===== src/rtl/seq_ctrl_pkg.sv =====
// Shared definitions for the serial-detector sequencer: FSM state codes and default word width.
package seq_ctrl_pkg;

    localparam int DEFAULT_WIDTH = 8;

    typedef logic [2:0] state_t;

    localparam state_t IDLE   = 3'd0;
    localparam state_t CLEAR  = 3'd1;
    localparam state_t STREAM = 3'd2;
    localparam state_t DRAIN  = 3'd3;
    localparam state_t DONE   = 3'd4;

endpackage


===== src/rtl/seq_detect_sequencer_if.sv =====
// Command/status bundle between the switch/key front end (master) and the sequencer (slave).
interface seq_detect_sequencer_if
    import seq_ctrl_pkg::*;
#(
    parameter int WIDTH = DEFAULT_WIDTH,
    parameter int CNT_W = $clog2(WIDTH + 1)
);

    logic             start;
    logic             abort;
    logic [WIDTH-1:0] data_in;
    logic             busy;
    logic             done;
    logic [CNT_W-1:0] match_count;

    modport master (
        output start, abort, data_in,
        input  busy, done, match_count
    );

    modport slave (
        input  start, abort, data_in,
        output busy, done, match_count
    );

endinterface


===== src/rtl/piso_shift.sv =====
// Parallel-in serial-out register: loads a word and shifts it left, presenting the MSB.
module piso_shift #(
    parameter int WIDTH = 8
) (
    input  logic             Clock,
    input  logic             Resetn,
    input  logic             load,
    input  logic             shift,
    input  logic [WIDTH-1:0] data,
    output logic             msb
);

    logic [WIDTH-1:0] shreg_reg;
    logic [WIDTH-1:0] shreg_next;

    // Each bit takes the load value, its lower neighbour on a shift, or holds.
    for (genvar gi = 0; gi < WIDTH; gi++) begin : g_bit
        if (gi == 0) begin : g_lsb
            assign shreg_next[gi] = load ? data[gi] : (shift ? 1'b0 : shreg_reg[gi]);
        end else begin : g_upper
            assign shreg_next[gi] = load ? data[gi] : (shift ? shreg_reg[gi-1] : shreg_reg[gi]);
        end
    end

    always_ff @(posedge Clock or negedge Resetn) begin
        if (!Resetn) begin
            shreg_reg <= '0;
        end else begin
            shreg_reg <= shreg_next;
        end
    end

    assign msb = shreg_reg[WIDTH-1];

endmodule


===== src/rtl/seq_detect_sequencer.sv =====
// Clears the external 1101/1111 detector, streams a word into it MSB-first and counts
// the cycles in which its Moore output is high, reporting the total with a done pulse.
module seq_detect_sequencer
    import seq_ctrl_pkg::*;
#(
    parameter int WIDTH = DEFAULT_WIDTH,
    parameter int CNT_W = $clog2(WIDTH + 1)
) (
    input  logic                   Clock,
    input  logic                   Resetn,
    seq_detect_sequencer_if.slave  bus,
    input  logic                   det_z,
    output logic                   det_resetn,
    output logic                   w_out
);

    state_t           state_reg;
    state_t           state_next;
    logic [CNT_W-1:0] bit_cnt_reg;
    logic [CNT_W-1:0] match_count_reg;
    logic             bit_pending_reg;
    logic             load;
    logic             shift;
    logic             last_bit;
    logic             shreg_msb;

    assign load     = (state_reg == IDLE) && bus.start;
    assign shift    = (state_reg == STREAM);
    assign last_bit = (bit_cnt_reg == CNT_W'(WIDTH - 1));

    piso_shift #(.WIDTH(WIDTH)) u_piso (
        .Clock  (Clock),
        .Resetn (Resetn),
        .load   (load),
        .shift  (shift),
        .data   (bus.data_in),
        .msb    (shreg_msb)
    );

    always_ff @(posedge Clock or negedge Resetn) begin
        if (!Resetn) begin
            state_reg <= IDLE;
        end else begin
            state_reg <= state_next;
        end
    end

    always_comb begin
        state_next = state_reg;
        if ((state_reg != IDLE) && bus.abort) begin
            state_next = IDLE;
        end else begin
            case (state_reg)
                IDLE:    if (bus.start) state_next = CLEAR;
                CLEAR:   state_next = STREAM;
                STREAM:  if (last_bit) state_next = DRAIN;
                DRAIN:   state_next = DONE;
                DONE:    state_next = IDLE;
                default: state_next = IDLE;
            endcase
        end
    end

    always_comb begin
        det_resetn = (state_reg != CLEAR);
        w_out      = (state_reg == STREAM) ? shreg_msb : 1'b0;
        bus.busy   = (state_reg != IDLE);
        bus.done   = (state_reg == DONE);
    end

    // The detector answers one cycle after each bit, so a bit presented in STREAM
    // arms the counter for the following edge; an abort must not arm it.
    always_ff @(posedge Clock or negedge Resetn) begin
        if (!Resetn) begin
            bit_cnt_reg     <= '0;
            bit_pending_reg <= 1'b0;
            match_count_reg <= '0;
        end else begin
            bit_cnt_reg     <= (shift && !last_bit) ? bit_cnt_reg + 1'b1 : '0;
            bit_pending_reg <= shift && !bus.abort;
            if (load) begin
                match_count_reg <= '0;
            end else if (bit_pending_reg && det_z && (match_count_reg != CNT_W'(WIDTH))) begin
                match_count_reg <= match_count_reg + 1'b1;
            end
        end
    end

    assign bus.match_count = match_count_reg;

endmodule


===== src/flat_wrapper.sv =====
// flat-port wrapper written by rule: the top's interface ports become plain ports
module seq_detect_sequencer_flat import seq_ctrl_pkg::*;
#(
    parameter int WIDTH = DEFAULT_WIDTH,
    parameter int CNT_W = $clog2(WIDTH + 1)
)
  (Clock, Resetn, det_z, det_resetn, w_out, bus_start, bus_abort, bus_data_in, bus_busy, bus_done, bus_match_count);
  seq_detect_sequencer_if #(.WIDTH(WIDTH), .CNT_W(CNT_W)) bus_i ();
  input  logic Clock;
  input  logic Resetn;
  input  logic det_z;
  output logic det_resetn;
  output logic w_out;
  input wire logic [$bits(bus_i.start)-1:0] bus_start;
  input wire logic [$bits(bus_i.abort)-1:0] bus_abort;
  input wire logic [$bits(bus_i.data_in)-1:0] bus_data_in;
  output wire logic [$bits(bus_i.busy)-1:0] bus_busy;
  output wire logic [$bits(bus_i.done)-1:0] bus_done;
  output wire logic [$bits(bus_i.match_count)-1:0] bus_match_count;
  assign bus_i.start = bus_start;
  assign bus_i.abort = bus_abort;
  assign bus_i.data_in = bus_data_in;
  assign bus_busy = bus_i.busy;
  assign bus_done = bus_i.done;
  assign bus_match_count = bus_i.match_count;
  seq_detect_sequencer #(.WIDTH(WIDTH), .CNT_W(CNT_W)) u_core (.Clock(Clock), .Resetn(Resetn), .bus(bus_i), .det_z(det_z), .det_resetn(det_resetn), .w_out(w_out));
endmodule

===== config.mk =====
export PLATFORM = sky130hd
export DESIGN_NAME = seq_detect_sequencer_flat
export DESIGN_NICKNAME = d
export VERILOG_FILES = /design/src/rtl/seq_ctrl_pkg.sv /design/src/rtl/seq_detect_sequencer_if.sv /design/src/rtl/piso_shift.sv /design/src/rtl/seq_detect_sequencer.sv /design/src/flat_wrapper.sv
export SDC_FILE = /design/constraint.sdc
export NUM_CORES = 1
export LEC_CHECK = 0
export ABC_AREA = 1
export CORE_UTILIZATION = 55
export CTS_BUF_LIST = sky130_fd_sc_hd__clkbuf_4 sky130_fd_sc_hd__clkbuf_8
export DETAILED_ROUTE_END_ITERATION = 8
export HOLD_SLACK_MARGIN = 0.06
export PLACE_DENSITY = 0.95
export RECOVER_POWER = 100
export SKIP_LAST_GASP = 1
export SLEW_MARGIN = 20
export SYNTH_ARGS = -nofsm -noshare
export SYNTH_HDL_FRONTEND = slang
export SYNTH_SLANG_ARGS = --single-unit

===== constraint.sdc =====
create_clock -name Clock -period 1.6 [get_ports Clock]
set_input_delay 0.32 -clock Clock [delete_from_list [all_inputs] [get_ports Clock]]
set_output_delay 0.32 -clock Clock [all_outputs]
set_load 0.01 [all_outputs]

# Word level (Yosys, flattened, before mapping)
# Index checks and enable logic that the tools add are counted.
# totals
out_inout_bits,8
regBits,20
word_cells,53
in_bits,13
# op_classes
mux,24
addsub,2
n_eq_ne,9
n_reduce_logical,13
# ops
op,n
1-bit two-way mux,17
4-bit two-way mux,3
3-bit case mux with 4 select lines,1
3-bit two-way mux,3
4-bit by 1-bit adder with 4-bit output (second input constant),2
3-bit by 2-bit == test with 1-bit output (second input constant),2
1-bit logical AND,6
3-bit != test (second input constant),2
4-bit by 3-bit == test with 1-bit output (second input constant),1
4-bit != test (second input constant),1
2-bit nonzero test,2
3-bit by 1-bit == test with 1-bit output (second input constant),1
3-bit == test (second input constant),1
3-bit logical NOT,1
3-bit by 1-bit != test with 1-bit output (second input constant),1
3-bit nonzero test,1
1-bit logical NOT,2
2-bit AND reduction,1

# Logic depth before layout (Yosys ltp)
# Gate-level depths: netlist of run 1.
# depth
depth_word,4
mapped_depth,7
depth_no_buf,7

# Modules after synthesis
# A second synthesis of run 1 with hierarchy kept.
# unflattened
cells_unflattened,121
area_unflattened_um2,1022.2
# modules_own_cells
mod,seq_area_each_um2,area_per_inst_um2,n_inst,cells_each
seq_detect_sequencer,300.3,645.6,1,78
piso_shift,200.2,376.6,1,43

# Least setup slack after synthesis of run 1
# Ideal clock, no wire load.
# synth_path
path_kind,flip-flop to output port
start,register u_core.state_reg[0]
end,output port w_out
t_arrival_ps,845
required_time_ps,1280
path_buffers,0
path_stages_with_launch,4
path_slack_ps,435
path_cell_list,dfrtp_1 -> nor2_4 -> nand2_2 -> nor2_1
# synth_between
elab_chain_cells,2
# synth_lines
element,line,text
from (decl),seq_detect_sequencer.sv:17,state_t state_reg;
from (signal assigned),seq_detect_sequencer.sv:44,state_reg <= state_next;
3-bit by 2-bit == test with 1-bit output,seq_detect_sequencer.sv:66,w_out = (state_reg == STREAM) ? shreg_msb : 1'b0;
1-bit two-way mux,seq_detect_sequencer.sv:66,
to (decl),flat_wrapper.sv:13,output logic w_out;
# No other way between the ends.

# Worst setup path in the final report of run 1
# layout_path
start,register u_core.state_reg[2]
end,output port det_resetn
# layout_between
elab_chain_cells,1
# layout_lines
element,line,text
3-bit by 1-bit != test with 1-bit output,seq_detect_sequencer.sv:65,det_resetn = (state_reg != CLEAR);
to (decl),flat_wrapper.sv:12,output logic det_resetn;
# No other way between the ends.

==> metrics.log, run 1 <==
[metrics] GRT Resource Usage Total: 0.271
[metrics] clock slew seen by the registers of the worst setup and hold paths: 0.11 ns
[metrics] routed via count divided by cell count: 5.23
[metrics] fraction of layout cells with a size suffix above 1: 0.156
[metrics] total number of vias: 895
[metrics] main area contributors after synthesis: sky130_fd_sc_hd__dfrtp_1 51%, sky130_fd_sc_hd__nand2_1 11%, sky130_fd_sc_hd__nand3_1 9.6%, sky130_fd_sc_hd__nand4_1 4.4%, sky130_fd_sc_hd__inv_1 4.2%
[metrics] slowest stage cell, crit path: sky130_fd_sc_hd__dfrtp_1
[metrics] sequential cell area in the final layout: 500 µm²
[metrics] Critical Path Source Type: flop
[metrics] CTS tree: yes
[metrics] IO Count: 21
[metrics] final setup vio count: 0
[metrics] Reg power frac: 0.386
[metrics] number of antenna violations at the first check in global routing: 0
[metrics] logic gate share of total power: 0.405
[metrics] part of the total power dissipated in the clock network: 0.209
[metrics] switching power as a share of total power: 0.373
[metrics] Final Max Slew Viols: 0
[metrics] count of standard-cell rows: 14
[metrics] worst-path cell chain: inv_1 -> nand3_1 -> dlygate4sd2_1
[metrics] Net Switching: 0.000737 W
[metrics] mux share of post-synthesis cell area: 0
[metrics] Die Footprint: 1970 µm²
[metrics] number of DRC markers in iteration 0: 37
[metrics] antenna fix cells: 0
[metrics] Inserted Clock Buffers: 3
[metrics] worst endpoint data arrival time: 1.22 ns
[metrics] MaxCap Viol Count: 0
[metrics] highest-count cells in the layout ignoring fill and taps: 28 x sky130_fd_sc_hd__nand2_1, 20 x sky130_fd_sc_hd__dfrtp_1, 19 x sky130_fd_sc_hd__nand3_1
[metrics] minimum setup slack after placement: 0.0228 ns
[metrics] number of hold violations in the final report: 0
[metrics] worst max-slew margin expressed relative to the limit: 0.308
[metrics] number of synthesized register bits: 20
[metrics] type of the most critical hold path: flop to flop
[metrics] number of flip-flops under the largest register name: 8
[metrics] largest family of logic cells by synthesized area: simple AND/OR/NAND/NOR gates
[metrics] share of the synthesized area in compound gates (AO/OA/AOI/OAI): 0.0139
[metrics] number of levels the H-tree was split into: 1
[metrics] number of global-route vias before repair: 893
[metrics] starting utilization of the core area: 0.620
[metrics] die height: 44.4 µm
[metrics] setup slack on the worst flop-to-flop path: 0.11 ns
[metrics] cell area after layout: 1300 µm²
[metrics] Core Box Area: 1590 µm²
[metrics] total clock sinks: 20
[metrics] post-route worst setup slack: 0.0603 ns
[metrics] residual overflow from global routing: 0
[metrics] area share of fa/ha/maj cells after synthesis: 0.0380
[metrics] number of library cell types mapped by synthesis: 22
[metrics] filler cell count: 104
[metrics] Clock Skew: 0.00605 ns
[metrics] number of instances in the synthesized netlist: 116
[metrics] routed wirelength normalized by instance count: 12.9 µm
[metrics] pin count of the biggest net entering global routing: 21
[metrics] total standard cell area after synthesis: 988 µm²
[metrics] Synth Net Count: 132
[metrics] fraction of synthesized cell area in xor and xnor cells: 0.0266
[metrics] residual antenna-violating net count after detailed routing: 0
[metrics] data required time at the worst endpoint: 1.28 ns
[metrics] slew at the pin with the worst max-slew slack: 1.04 ns
[metrics] Setup crit end kind: primary output
[metrics] crit-path max FO: 3
[metrics] post-synthesis cell type with the largest combined area: sky130_fd_sc_hd__dfrtp_1
[metrics] fmax: 649 MHz
[metrics] multi-input gate area in the final layout: 418 µm²
[metrics] maximum clock insertion buffer count: 2
[metrics] DPL Wire Length: 1.57 mm
[metrics] largest vdd supply drop: 0.00120 V
[metrics] clock latency on the worst-skew pair: 0.31 ns
[metrics] outcome: finished, final reports clean
[metrics] Layout Area Growth over Synthesis: 31.5%
[metrics] mean post-synth cell area: 8.52 µm²
[metrics] count of unresolved DRC violations after routing: 0
[metrics] number of detailed-route iterations in the first pass: 4
[metrics] final-stage net count: 164
[metrics] overall routed net length: 2.21 mm
[metrics] wire length of the first global-routing pass: 3.84 mm
[metrics] most common cell after layout, fill and taps aside: sky130_fd_sc_hd__nand2_1
[metrics] leakage power: 0.653 nW
[metrics] sequential-to-total area share from yosys stat: 0.506
[metrics] port buffer count: 20
[metrics] power density relative to cell area: 1520 nW/µm²
[metrics] post-place instance area: 1240 µm²
[metrics] Cell Int Power: 0.00124 W
[metrics] final critical-path required period: 1.54 ns
[metrics] clock root buffer: sky130_fd_sc_hd__clkbuf_4
[metrics] number of warnings printed during yosys synthesis: 0
[metrics] final worst-path cycle share: 0.962
[metrics] simple-gate share of the synthesized area: 0.344
[metrics] Post-Route Hold Slack: 0.489 ns
[metrics] unrepaired setup endpoints after global routing: no
[metrics] final RePlAce weighted congestion: 0.795
[metrics] worst stage delay on the critical path: 0.42 ns
[metrics] top cell type's share of synthesized area: 0.506
[metrics] start-to-end type of the worst setup path: flop to primary output
[metrics] horizontal die dimension: 44.4 µm
[repair_timing]
item,CTS,global route
pin swaps,1,1
resized for setup,6,6
buffers inserted,4,0
hold buffers,0,0
setup endpoints to repair,7,5
[area by class of cell]
class	count	area share
clock buffer	3	0.0173
sequential	20	0.385
inverter	13	0.0385
clock inverter	1	0.0231
timing repair buffer	30	0.192
tap	24	0.0231
multi-input combinational	80	0.321
[synth_stat cells (all sizes together)]
cell type and n:
nand3b 1, dfrtp 20, clkinv 1, nand3 20, o21ai 2, buf 3, inv 12, ha 3
nand2 30, and3 1, nor3 1, xor2 2, xnor2 1, nor2 12, nand4 7
[path summary, 6_finish.rpt]
kind | startpoint | to | cells past startpoint
worst max-delay path | u_core.state_reg[2]$_DFFE_PN0P_ | det_resetn | 3
worst min-delay path | u_core.bit_cnt_reg[0]$_DFF_PN0_ | u_core.bit_cnt_reg[0]$_DFF_PN0_ | 1
worst max register to register | u_core.state_reg[1]$_DFFE_PN0P_ | u_core.bit_cnt_reg[3]$_DFF_PN0_ | 6
worst min register to register | u_core.bit_cnt_reg[0]$_DFF_PN0_ | u_core.bit_cnt_reg[0]$_DFF_PN0_ | 1
max in group asynchronous | Resetn | u_core.bus.match_count[3]$_DFFE_PN0P_ | 2
min in group asynchronous | Resetn | u_core.u_piso.shreg_reg[4]$_DFFE_PN0P_ | 2
[cell families after synthesis]
| family | Yosys count |
|---|---|
| compound gates | 2 |
| xor+xnor | 3 |
| fa+ha+maj | 3 |
| flops | 20 |
| simple gates | 72 |
| buf+inv | 16 |
[worst max-delay path, delay by kind of cell (launching register included)]
family | cells | cell delay (ns)
and+or+nand+nor | 1 | 0.10
DFF | 1 | 0.42
buffers and inverters | 2 | 0.40
[layer usage]
metal  share of wire  global-route usage  up-vias
met5               0                   0        -
met4           0.017               0.139        0
met3           0.042              0.0327        5
met2            0.52               0.468       34
met1            0.42               0.333      418
li1                -                   -      438
[power by group through the flow]
stage	registers, W	clock network [W]	logic (W)
detailed placement	0.000788	0	0.000776
global route	0.000775	0.000428	0.000898
floorplan	0.000767	0	0.000492
finish	0.000762	0.000414	0.000800
global placement	0.000775	0	0.000747
CTS	0.000760	0.000412	0.000824
[metrics by stage]
step           power, W  TNS [ns]  utilization  std cells
4_1_cts         0.00200   -0.0738        0.830        171
3_3_place_gp    0.00152         0        0.780        163
5_1_grt         0.00210         0        0.816        171
3_5_place_dp    0.00156         0        0.780        163
2_1_floorplan   0.00126         0            -        116
6_report        0.00198         0        0.816        171
Note: power is estimated with default switching activity, not from simulation.
==> run 2: changes to the inputs <==
--- a/config.mk
+++ b/config.mk
@@ -6,6 +6,7 @@
 export NUM_CORES = 1
 export LEC_CHECK = 0
 export ABC_AREA = 1
+export CORE_MARGIN = 2
 export CORE_UTILIZATION = 55
 export CTS_BUF_LIST = sky130_fd_sc_hd__clkbuf_4 sky130_fd_sc_hd__clkbuf_8
 export DETAILED_ROUTE_END_ITERATION = 8
==> run 2 against run 1 <==
- routed wire length fell by 11%
- fmax decreased by 2.3%
- flip-flop and latch count did not move
- critical path type unchanged
- final cell count did not move
- via count is 1.9% lower
- critical path depth increased by 2
- clock power fell by 44%
- largest power group unchanged
- largest cell class unchanged
- non-clock buffer count unchanged
==> metrics.log, run 2 (synthesis gave the netlist of run 1 again) <==
[metrics] outcome: finished, final reports clean
[metrics] MaxCap Viol Count: 0
[metrics] fraction of layout cells with a size suffix above 1: 0.130
[metrics] slew at the pin with the worst max-slew slack: 0.483 ns
[metrics] final RePlAce weighted congestion: 0.869
[metrics] worst stage delay on the critical path: 0.39 ns
[metrics] Inserted Clock Buffers: 3
[metrics] clock root buffer: sky130_fd_sc_hd__clkbuf_4
[metrics] maximum clock insertion buffer count: 2
[metrics] Core Box Area: 1710 µm²
[metrics] count of unresolved DRC violations after routing: 0
[metrics] horizontal die dimension: 46.4 µm
[metrics] residual overflow from global routing: 0
[metrics] filler cell count: 137
[metrics] type of the most critical hold path: flop to flop
[metrics] largest vdd supply drop: 0.000998 V
[metrics] crit-path max FO: 3
[metrics] Setup crit end kind: primary output
[metrics] count of standard-cell rows: 15
[metrics] starting utilization of the core area: 0.579
[metrics] routed via count divided by cell count: 5.13
[metrics] overall routed net length: 1.97 mm
[metrics] Overall Power: 0.00176 W
[metrics] total clock sinks: 20
[metrics] final worst-path cycle share: 0.985
[metrics] port buffer count: 20
[metrics] number of levels the H-tree was split into: 1
[metrics] highest-count cells in the layout ignoring fill and taps: 29 x sky130_fd_sc_hd__nand2_1, 20 x sky130_fd_sc_hd__nand3_1, 20 x sky130_fd_sc_hd__dfrtp_1
[metrics] fmax: 634 MHz
[metrics] Crit path max-delay family: flip-flops
[metrics] routed wirelength normalized by instance count: 11.5 µm
[metrics] number of hold violations in the final report: 0
[metrics] final critical-path required period: 1.58 ns
[metrics] worst endpoint data arrival time: 1.26 ns
[metrics] pin count of the biggest net entering global routing: 21
[metrics] most common cell after layout, fill and taps aside: sky130_fd_sc_hd__nand2_1
[metrics] DPL Wire Length: 1.48 mm
[metrics] worst max-slew margin expressed relative to the limit: 0.678
[metrics] final-stage net count: 164
[metrics] wire length of the first global-routing pass: 3.35 mm
[metrics] Critical Path Source Type: flop
[metrics] utilization of the core after routing: 0.742
[metrics] data required time at the worst endpoint: 1.28 ns
[metrics] Clock Skew: 0.00220 ns
[metrics] leakage power: 0.642 nW
[metrics] number of flip-flops under the largest register name: 8
[metrics] antenna fix cells: 0
[metrics] power density relative to cell area: 1390 nW/µm²
[metrics] CTS tree: yes
[metrics] Die Footprint: 2150 µm²
[metrics] start-to-end type of the worst setup path: flop to primary output
[metrics] number of antenna violations at the first check in global routing: 0
[metrics] GRT Resource Usage Total: 0.223
[metrics] Layout Area Growth over Synthesis: 28.2%
[metrics] final setup vio count: 0
[metrics] worst path buffer plus inverter count: 2
[metrics] die height: 46.4 µm
[metrics] total number of vias: 878
[metrics] number of global-route vias before repair: 780
[metrics] slowest stage cell, crit path: sky130_fd_sc_hd__dfrtp_1
[metrics] clock latency on the worst-skew pair: 0.30 ns
[metrics] number of detailed-route iterations in the first pass: 4
[metrics] IO Count: 21
[metrics] residual antenna-violating net count after detailed routing: 0
[metrics] Final Max Slew Viols: 0
[metrics] worst-path cell chain: buf_4 -> nor2_4 -> nand2_2 -> nor2_1 -> clkbuf_2
[metrics] unrepaired setup endpoints after global routing: yes
[metrics] number of DRC markers in iteration 0: 24
[metrics] clock slew seen by the registers of the worst setup and hold paths: 0.10 ns
[run 2: worst paths after layout]
path	from	end	slack (ns)	cells after the start
max in group asynchronous	Resetn	u_core.bus.match_count[0]$_DFFE_PN0P_	0.78	2
worst max-delay path	u_core.state_reg[2]$_DFFE_PN0P_	w_out	0.02	5
min in group asynchronous	Resetn	u_core.bit_cnt_reg[0]$_DFF_PN0_	0.49	2
worst min-delay path	u_core.bit_cnt_reg[0]$_DFF_PN0_	u_core.bit_cnt_reg[0]$_DFF_PN0_	0.46	1
worst min register to register	u_core.bit_cnt_reg[0]$_DFF_PN0_	u_core.bit_cnt_reg[0]$_DFF_PN0_	0.46	1
worst max register to register	u_core.state_reg[2]$_DFFE_PN0P_	u_core.bus.match_count[2]$_DFFE_PN0P_	0.15	6
[run 2: layer usage]
layer  part of all wire  routed length [µm]  GRT usage
met5                  0                   0          0
met4              0.012                  24     0.0743
met3              0.044                  87     0.0392
met2               0.51                 993      0.383
met1               0.44                 862      0.281
[run 2: worst reg2reg max path, stage by stage (launching register included)]
cell and delay, ns:
sky130_fd_sc_hd__dfrtp_1 0.39, sky130_fd_sc_hd__buf_4 0.14, sky130_fd_sc_hd__nor2_4 0.11, sky130_fd_sc_hd__buf_4 0.19
sky130_fd_sc_hd__nand3_1 0.26, sky130_fd_sc_hd__nand3_1 0.19, sky130_fd_sc_hd__nand2_1 0.07
[run 2: what timing repair did]
action,CTS,global route
hold buffers,0,0
endpoints found under the setup margin,7,4
endpoints found under the hold margin,0,0
buffers inserted,5,0
resized for setup,4,8
[run 2: final cells by class]
type                    instances  area, µm²  area share
flip-flops and latches         20        500       0.395
multi-input cells              80        408       0.322
repair buffers                 30        255       0.201
inverters                      13       50.0      0.0395
well taps                      25       31.3      0.0247
clock buffers                   3       22.5      0.0178
[run 2: where the power goes]
group          total [W]  switching [W]  internal (W)
combinational   0.000779       0.000456      0.000323
clock           0.000232       0.000144     0.0000880
sequential      0.000750      0.0000910      0.000659
total            0.00176       0.000691       0.00107
[run 2: per-stage QoR]
stage | setup slack (ns) | instance area [µm²] | std cells | setup TNS (ns) | hold WS (ns)
4_1_cts | -0.107 | 1290 | 171 | -0.215 | 0.349
2_1_floorplan | 0.435 | 988 | 116 | 0 | 0.0244
6_report | 0.0239 | 1270 | 171 | 0 | 0.462
3_5_place_dp | -0.00394 | 1240 | 163 | -0.00394 | 0.450
5_1_grt | -0.0393 | 1270 | 171 | -0.0476 | 0.487
3_3_place_gp | 0.0374 | 1240 | 163 | 0 | 0.440
